[config.mk]
export PLATFORM = sky130hd
export DESIGN_NAME = sub12_timer
export DESIGN_NICKNAME = d
export VERILOG_FILES = /design/src/rtl/sub12_pkg.sv /design/src/rtl/sub12_next.sv /design/src/rtl/sub12_timer.sv
export SDC_FILE = /design/constraint.sdc
export NUM_CORES = 1
export LEC_CHECK = 0
export CORE_AREA = 2 2 39 41
export CTS_BUF_LIST = sky130_fd_sc_hd__clkbuf_4 sky130_fd_sc_hd__clkbuf_8
export CTS_CLUSTER_DIAMETER = 120
export DETAILED_ROUTE_END_ITERATION = 10
export DIE_AREA = 0 0 41 43
export GPL_ROUTABILITY_DRIVEN = 1
export MAX_ROUTING_LAYER = met4
export PLACE_DENSITY = 0.75
export RECOVER_POWER = 50
export SYNTH_ARGS = -nofsm -noshare
export SYNTH_HDL_FRONTEND = slang
export SYNTH_SLANG_ARGS = --single-unit
[constraint.sdc]
create_clock -name clk -period 1.98 [get_ports clk]
set_input_delay 0.297 -clock clk [delete_from_list [all_inputs] [get_ports clk]]
set_output_delay 0.297 -clock clk [all_outputs]
set_load 0.01 [all_outputs]
[src/rtl/sub12_pkg.sv]
// Shared definitions for the modulo-N down-counting timer.
// Holds the FSM state encoding and the default modulus/width.
// Imported by sub12_next and sub12_timer.
package sub12_pkg;

    localparam logic [1:0] ST_IDLE = 2'd0;
    localparam logic [1:0] ST_RUN  = 2'd1;
    localparam logic [1:0] ST_DONE = 2'd2;

    localparam int MODN_DEF = 12;
    localparam int W_DEF    = 4;

    typedef enum logic [1:0] {
        S_IDLE = ST_IDLE,
        S_RUN  = ST_RUN,
        S_DONE = ST_DONE
    } state_t;

endpackage

[src/rtl/sub12_next.sv]
// Purpose: combinational decrement-with-wrap for the modulo-N timer (cs -> ns).
// Latency: purely combinational, zero cycles.
// Backpressure: none; output always reflects the present count.
// Ports: cs (present count, W bits) in, ns (next count, W bits) out.
module sub12_next
    import sub12_pkg::*;
#(
    parameter int MODN = MODN_DEF,
    parameter int W    = W_DEF
) (
    input  logic [W-1:0] cs,
    output logic [W-1:0] ns
);

    localparam logic [W-1:0] MAXV   = W'(MODN - 1);
    localparam logic [W:0]   MODN_X = (W + 1)'(MODN);

    // Zero wraps to the top value; an out-of-range count (never reached in
    // normal operation) is pulled back to the top value as well.
    always_comb begin
        ns = MAXV;
        if ((cs != '0) && ({1'b0, cs} < MODN_X)) begin
            ns = cs - 1'b1;
        end
    end

endmodule

[src/rtl/sub12_timer.sv]
// Purpose: modulo-N down-counting timer with IDLE/RUN/DONE control and a one-cycle borrow pulse.
// Latency: start -> busy after 1 clock; borrow N+1 enabled cycles after RUN is entered from load N.
// Backpressure: en (active-low) stalls the count in RUN; ld overrides everything except reset.
// Ports: clk, rst_n (async active-low), en (active-low count enable), ld, din[W], start;
//        outputs cs[W], borrow, busy, done - all registered.
// Option: define SUB12_AUTORELOAD_EN to reload MODN-1 at terminal count and keep running.
module sub12_timer
    import sub12_pkg::*;
#(
    parameter int MODN = MODN_DEF,
    parameter int W    = W_DEF
) (
    input  logic         clk,
    input  logic         rst_n,
    input  logic         en,
    input  logic         ld,
    input  logic [W-1:0] din,
    input  logic         start,
    output logic [W-1:0] cs,
    output logic         borrow,
    output logic         busy,
    output logic         done
);

    localparam logic [W-1:0] MAXV   = W'(MODN - 1);
    localparam logic [W:0]   MODN_X = (W + 1)'(MODN);

    state_t       state;
    logic [W-1:0] ns;
    logic [W-1:0] ld_val;
    logic         cs_zero;

    sub12_next #(
        .MODN (MODN),
        .W    (W)
    ) u_next (
        .cs (cs),
        .ns (ns)
    );

    // Load values beyond the modulus saturate to the top count.
    assign ld_val  = ({1'b0, din} >= MODN_X) ? MAXV : din;
    assign cs_zero = (cs == '0);

    always_ff @(posedge clk or negedge rst_n) begin
        if (!rst_n) begin
            state  <= S_IDLE;
            cs     <= '0;
            borrow <= 1'b0;
            busy   <= 1'b0;
            done   <= 1'b0;
        end else if (ld) begin
            cs     <= ld_val;
            state  <= S_IDLE;
            borrow <= 1'b0;
            busy   <= 1'b0;
            done   <= 1'b0;
        end else begin
            borrow <= 1'b0;
            case (state)
                S_IDLE: begin
                    if (start) begin
`ifdef SUB12_AUTORELOAD_EN
                        // A zero start value simply borrows on the first
                        // enabled cycle and reloads, so always run.
                        state <= S_RUN;
                        busy  <= 1'b1;
`else
                        if (!cs_zero) begin
                            state <= S_RUN;
                            busy  <= 1'b1;
                        end else begin
                            state  <= S_DONE;
                            done   <= 1'b1;
                            borrow <= 1'b1;
                        end
`endif
                    end
                end
                S_RUN: begin
                    if (!en) begin
                        if (cs_zero) begin
                            borrow <= 1'b1;
`ifdef SUB12_AUTORELOAD_EN
                            cs     <= ns;   // ns is MAXV when cs is zero
`else
                            state  <= S_DONE;
                            busy   <= 1'b0;
                            done   <= 1'b1;
`endif
                        end else begin
                            cs <= ns;
                        end
                    end
                end
                S_DONE: begin
                    // Count stays parked at zero; a start re-signals the
                    // terminal event but only a load leaves this state.
                    if (start) begin
                        borrow <= 1'b1;
                    end
                end
                default: begin
                    state <= S_IDLE;
                    busy  <= 1'b0;
                    done  <= 1'b0;
                end
            endcase
        end
    end

endmodule

* Yosys cells after proc, flatten, opt, wreduce, memory -nomap -nowiden
Cells that the tools add are included.
Storage, ports and cells: flip-flop bits (word level) 9, input port bits 9, output and inout port bits 7, logic and storage cells 55
Cells by class: $add $sub $neg 1, magnitude comparators 2, eq/ne operators 9, mux-type cells 29, reductions and logical operators 9
Operators with widths (number):
- 2-to-1 mux 4 bit | 6
- 2-to-1 mux 1 bit | 14
- != test 3 bit (second input constant) | 4
- 2-to-1 mux 2 bit | 5
- one-hot mux 1 bit (3 select lines) | 3
- one-hot mux 2 bit (3 select lines) | 1
- AND reduction 3 bit | 2
- AND reduction 5 bit | 1
- greater-or-equal comparator 4 bit (second input constant) | 1
- zero test 4 bit | 1
- less-than comparator 4 bit (second input constant) | 1
- != test 2 bit (second input constant) | 2
- AND reduction 4 bit | 1
- nonzero test 4 bit | 1
- subtractor 4 x 1 -> 4 bit (second input constant) | 1
- equality test 2 x 1 -> 1 bit (second input constant) | 1
- equality test 2 bit (second input constant) | 1
- zero test 2 bit | 1
- != test 2 x 1 -> 1 bit (second input constant) | 1
- nonzero test 2 bit | 1
- logical AND 1 bit | 1

* Logic depth before layout (Yosys ltp)
depth in word-level cells 7, mapped depth 5, mapped depth without buffers 5

* Cells and area by module
From an unflattened synthesis, not the netlist that was laid out.
Second synthesis, totals: cells, all modules 62, area, all modules 564.3 um^2
By module, submodules not included:
- sub12_timer | times used 1, cells an instance 49, area each 479.2 um^2, seq. area each 225.2 um^2
- sub12_next | times used 1, cells an instance 13, area each 85.1 um^2, seq. area each 0.0 um^2

* Worst setup path after synthesis
No wires, ideal clock.
path type reg2reg, start point register cs[0], end point register cs[0], setup time 0.092 ns, arrival time 1.478 ns, required time 1.888 ns, setup slack 0.410 ns, stages on the path, launching flop included 6, path buffers 0, clock period less this slack 1.570 ns, cells stage by stage dfrtp_1 > inv_1 > ha_1 > or3b_4 > and4_4 > o31ai_2
Between the ends: longest elaborated chain between the ends 7, elaborated cells between the ends (all ways) 12, those cells by class add/sub: 1; order compare: 1; eq/ne: 1; mux: 5; reduce/logical: 4
RTL lines:
- start: declaration | line sub12_timer.sv:19 | output logic [W-1:0] cs,
- start signal: assignment | line sub12_timer.sv:53 | cs <= ld_val;
- start signal: assignment | line sub12_timer.sv:92 | cs <= ns;
- less-than comparator 4 bit or nonzero test 4 bit (tied branches) | line sub12_next.sv:22 | if ((cs != '0) && ({1'b0, cs} < MODN_X)) begin
- logical AND 1 bit | line sub12_next.sv:22
- 2-to-1 mux 4 bit | line sub12_next.sv:22
- 2-to-1 mux 4 bit | line sub12_timer.sv:82 | if (cs_zero) begin
- 2-to-1 mux 4 bit | line sub12_timer.sv:81 | if (!en) begin
- 2-to-1 mux 4 bit | line sub12_timer.sv:60 | case (state)
- 2-to-1 mux 4 bit | line sub12_timer.sv:52 | end else if (ld) begin
Parallel ways exist; a longest one is shown, timed or not. The select of a mux whose other input is x is not followed. A chain may end at the register's enable or synchronous reset.

* Final worst setup path
Ends and elaborated chain as after synthesis.

==> impl_metrics.json <==
{
  "synth_fa_ha_area_share_pct": 4.11,
  "p_clk_share_pct": 31.1,
  "crit_path_start_kind": "flop",
  "swShare_pct": 30.4,
  "p_seq_share_pct": 42.6,
  "antenna_found_initial": 0,
  "cp.arrival_ns": 1.88,
  "p_leak_nw": 0.346,
  "cts-root-buf": "clkbuf_4",
  "syn_inst": 66,
  "synth_nets": 77,
  "cts-hold-fix-buffers": 0,
  "synth_top_area_share_pct": 37.0,
  "crit_start": "cs[0]",
  "dp_hpwl_mm": 1.03,
  "wl_per_cell_um": 13.9,
  "core_area_um2": 1380,
  "skew_ns": 0.00321,
  "post_cts_resized": 0,
  "htreeDepth": 1,
  "drt_iter0_drc": 15,
  "worst_slew_pin_slew_ns": 0.472,
  "fmax_mhz": 586,
  "overflow": 0,
  "cts_tree": "yes",
  "p_int_mw": 0.369,
  "crit_fanout": 6,
  "portBuffers": 15,
  "synthArstFlopShare_pct": 100,
  "synthFlopType": "dfrtp_1",
  "globalRouteTotalUtil_pct": 20.4,
  "synth_xor_area_share_pct": 0,
  "final-setup-viol-count": 0,
  "start_util_pct": 44.0,
  "min_period_over_period_pct": 86.2,
  "ys_top_cells_by_area": "dfrtp_1 (37%), a21oi_1 (4.1%), ha_1 (4.1%)",
  "drcViolationCount": 0,
  "p_comb_share_pct": 26.3,
  "relSlewSlack_pct": 68.4,
  "postRouteAntennaNets": 0,
  "pwr_density_cell_nw_per_um2": 663,
  "path_class": "reg -> reg",
  "die_area_um2": 1760,
  "synth_compound_area_share_pct": 25.3,
  "final_common_cell": "clkdlybuf4s50_1",
  "ys.warnings.count": 0,
  "yosys.area.top_type": "dfrtp_1",
  "rows": 14,
  "synth_edf_count": 0,
  "grt_max_degree": 15,
  "status": "finished clean",
  "mostFrequentLayoutCells": "clkdlybuf4s50_1 (12), dfrtp_1 (9), inv_1 (5), nand2_1 (5), a21oi_1 (5)",
  "clock_sinks": 9,
  "routed_wl_mm": 1.36,
  "path_cells": "inv_1 > ha_1 > or3b_4 > and4_4 > o31ai_2",
  "ir_drop_mv": 0.499,
  "ios": 16,
  "worst_ep_required_time_ns": 2.16,
  "layout.nets": 94,
  "finalMaxSlewViolations": 0,
  "clkTransAtPathRegs_ns": 0.07,
  "drt-vias-per-instance": 5.66,
  "grt_pass1_wl_mm": 2.31,
  "p_switching_mw": 0.161,
  "post_cts_buffers": 0,
  "clockBufferDepth": 2,
  "netlist_area_um2": 609,
  "drive_gt1_share_pct": 13.4,
  "critPathCaptureType": "flop",
  "max-cap-violations": 0,
  "avgSynthCellArea_um2": 9.23,
  "tns_ns": 0,
  "die_h_um": 43,
  "num_antenna_cells": 0,
  "crit_slowest_cell": "or3b_4",
  "area_growth_syn_to_layout_pct": 31.2,
  "clk_latency_ns": 0.27,
  "hold_class": "in -> async",
  "yosys.area_share.simple_pct": 27.7,
  "grt_pass1_vias": 546,
  "final_util_pct": 57.8,
  "synthMuxAreaShare_pct": 0,
  "rsz0062_at_grt": "false",
  "dr_total_vias": 555,
  "hold_viol_final": 0,
  "die_w_um": 41,
  "cts_buffers": 3,
  "reg2reg_from": "cs[0]",
  "dr.pass1.iters": 4,
  "slowest_delay_ns": 0.44,
  "ys_ff_latch": 9,
  "ys_seq_area_share_pct": 37.0,
  "gp_congestion": 0.768,
  "fin_crit_ns": 1.71,
  "ys_types": 35,
  "synth_top_family_by_area": "simple AND/OR/NAND/NOR gates"
}
path summary, 6_finish.rpt:
check / endpoint / slack [ns] / cells after the start
max: cs[0] / 0.27 / 5
min: cs[1] / 0.40 / 1
max reg2reg: cs[0] / 0.27 / 5
min reg2reg: done / 0.54 / 2
max in group asynchronous: state[0] / 1.28 / 1
min in group clk: done / 0.54 / 2
routing by layer:
metal / GRT usage [%] / vias to the layer above / wire length [µm]
li1: - / 280 / -
met1: 24.7 / 259 / 612
met2: 28.7 / 12 / 680
met3: 6.28 / 4 / 42
met4: 12.0 / 0 / 26
met5: - / - / 0
metrics by stage:
stage                     instances  area, µm²  hold WS (ns)  setup slack, ns  total power, mW
after floorplan                  66        609       0.00141            0.410            0.302
after global placement           94        769         0.527            0.319            0.364
after detailed placement         94        769         0.539            0.278            0.370
after CTS                        98        800         0.354            0.290            0.532
after global routing             98        800         0.451            0.216            0.559
final                            98        800         0.401            0.274            0.530
power by group through the flow:
stage               clock [mW]  sequential (mW)  combinational (mW)
finish                   0.165            0.226               0.139
global route             0.176            0.230               0.153
CTS                      0.165            0.226               0.141
detailed placement           0            0.229               0.140
global placement             0            0.228               0.136
floorplan                    0            0.226              0.0757
kinds of logic after synthesis:
family / after synthesis
AO/OA/AOI/OAI: 21
adder cells (fa/ha/maj): 2
buffers and inverters: 9
flip-flops: 9
AND/OR/NAND/NOR: 25
flip-flops by register name, summed over array words and instances, names as in the netlist:
register / flops
done: 1
borrow: 1
busy: 1
cs: 4
state: 2
worst max-delay path, delay by kind of cell, from the launching register on:
kind                       cells  cell delay (ns)
AOI/OAI and AO/OA              1             0.21
DFF                            1             0.43
and+or+nand+nor                2             0.63
adders and majority gates      1             0.24
buffers and inverters          1             0.10
final cells by class:
cell class	count	area, µm²
Fill cell	125	584
Multi-Input combinational cell	48	348
Sequential cell	9	225
Timing Repair Buffer	16	158
Clock buffer	4	30.0
Tap cell	16	20.0
Inverter	5	18.8
cell usage after synthesis, types with 2 or more instances:
cell and instances:
nand2_1 5, o21ai_1 2, nor2_1 2, nor3_1 2, dfrtp_1 9, buf_2 2
nand2b_1 3, inv_1 5, clkbuf_1 2, a21oi_1 5, nor2b_1 3, nor3b_2 2
ha_1 2
No activity file was read; power rests on OpenSTA's default activity.
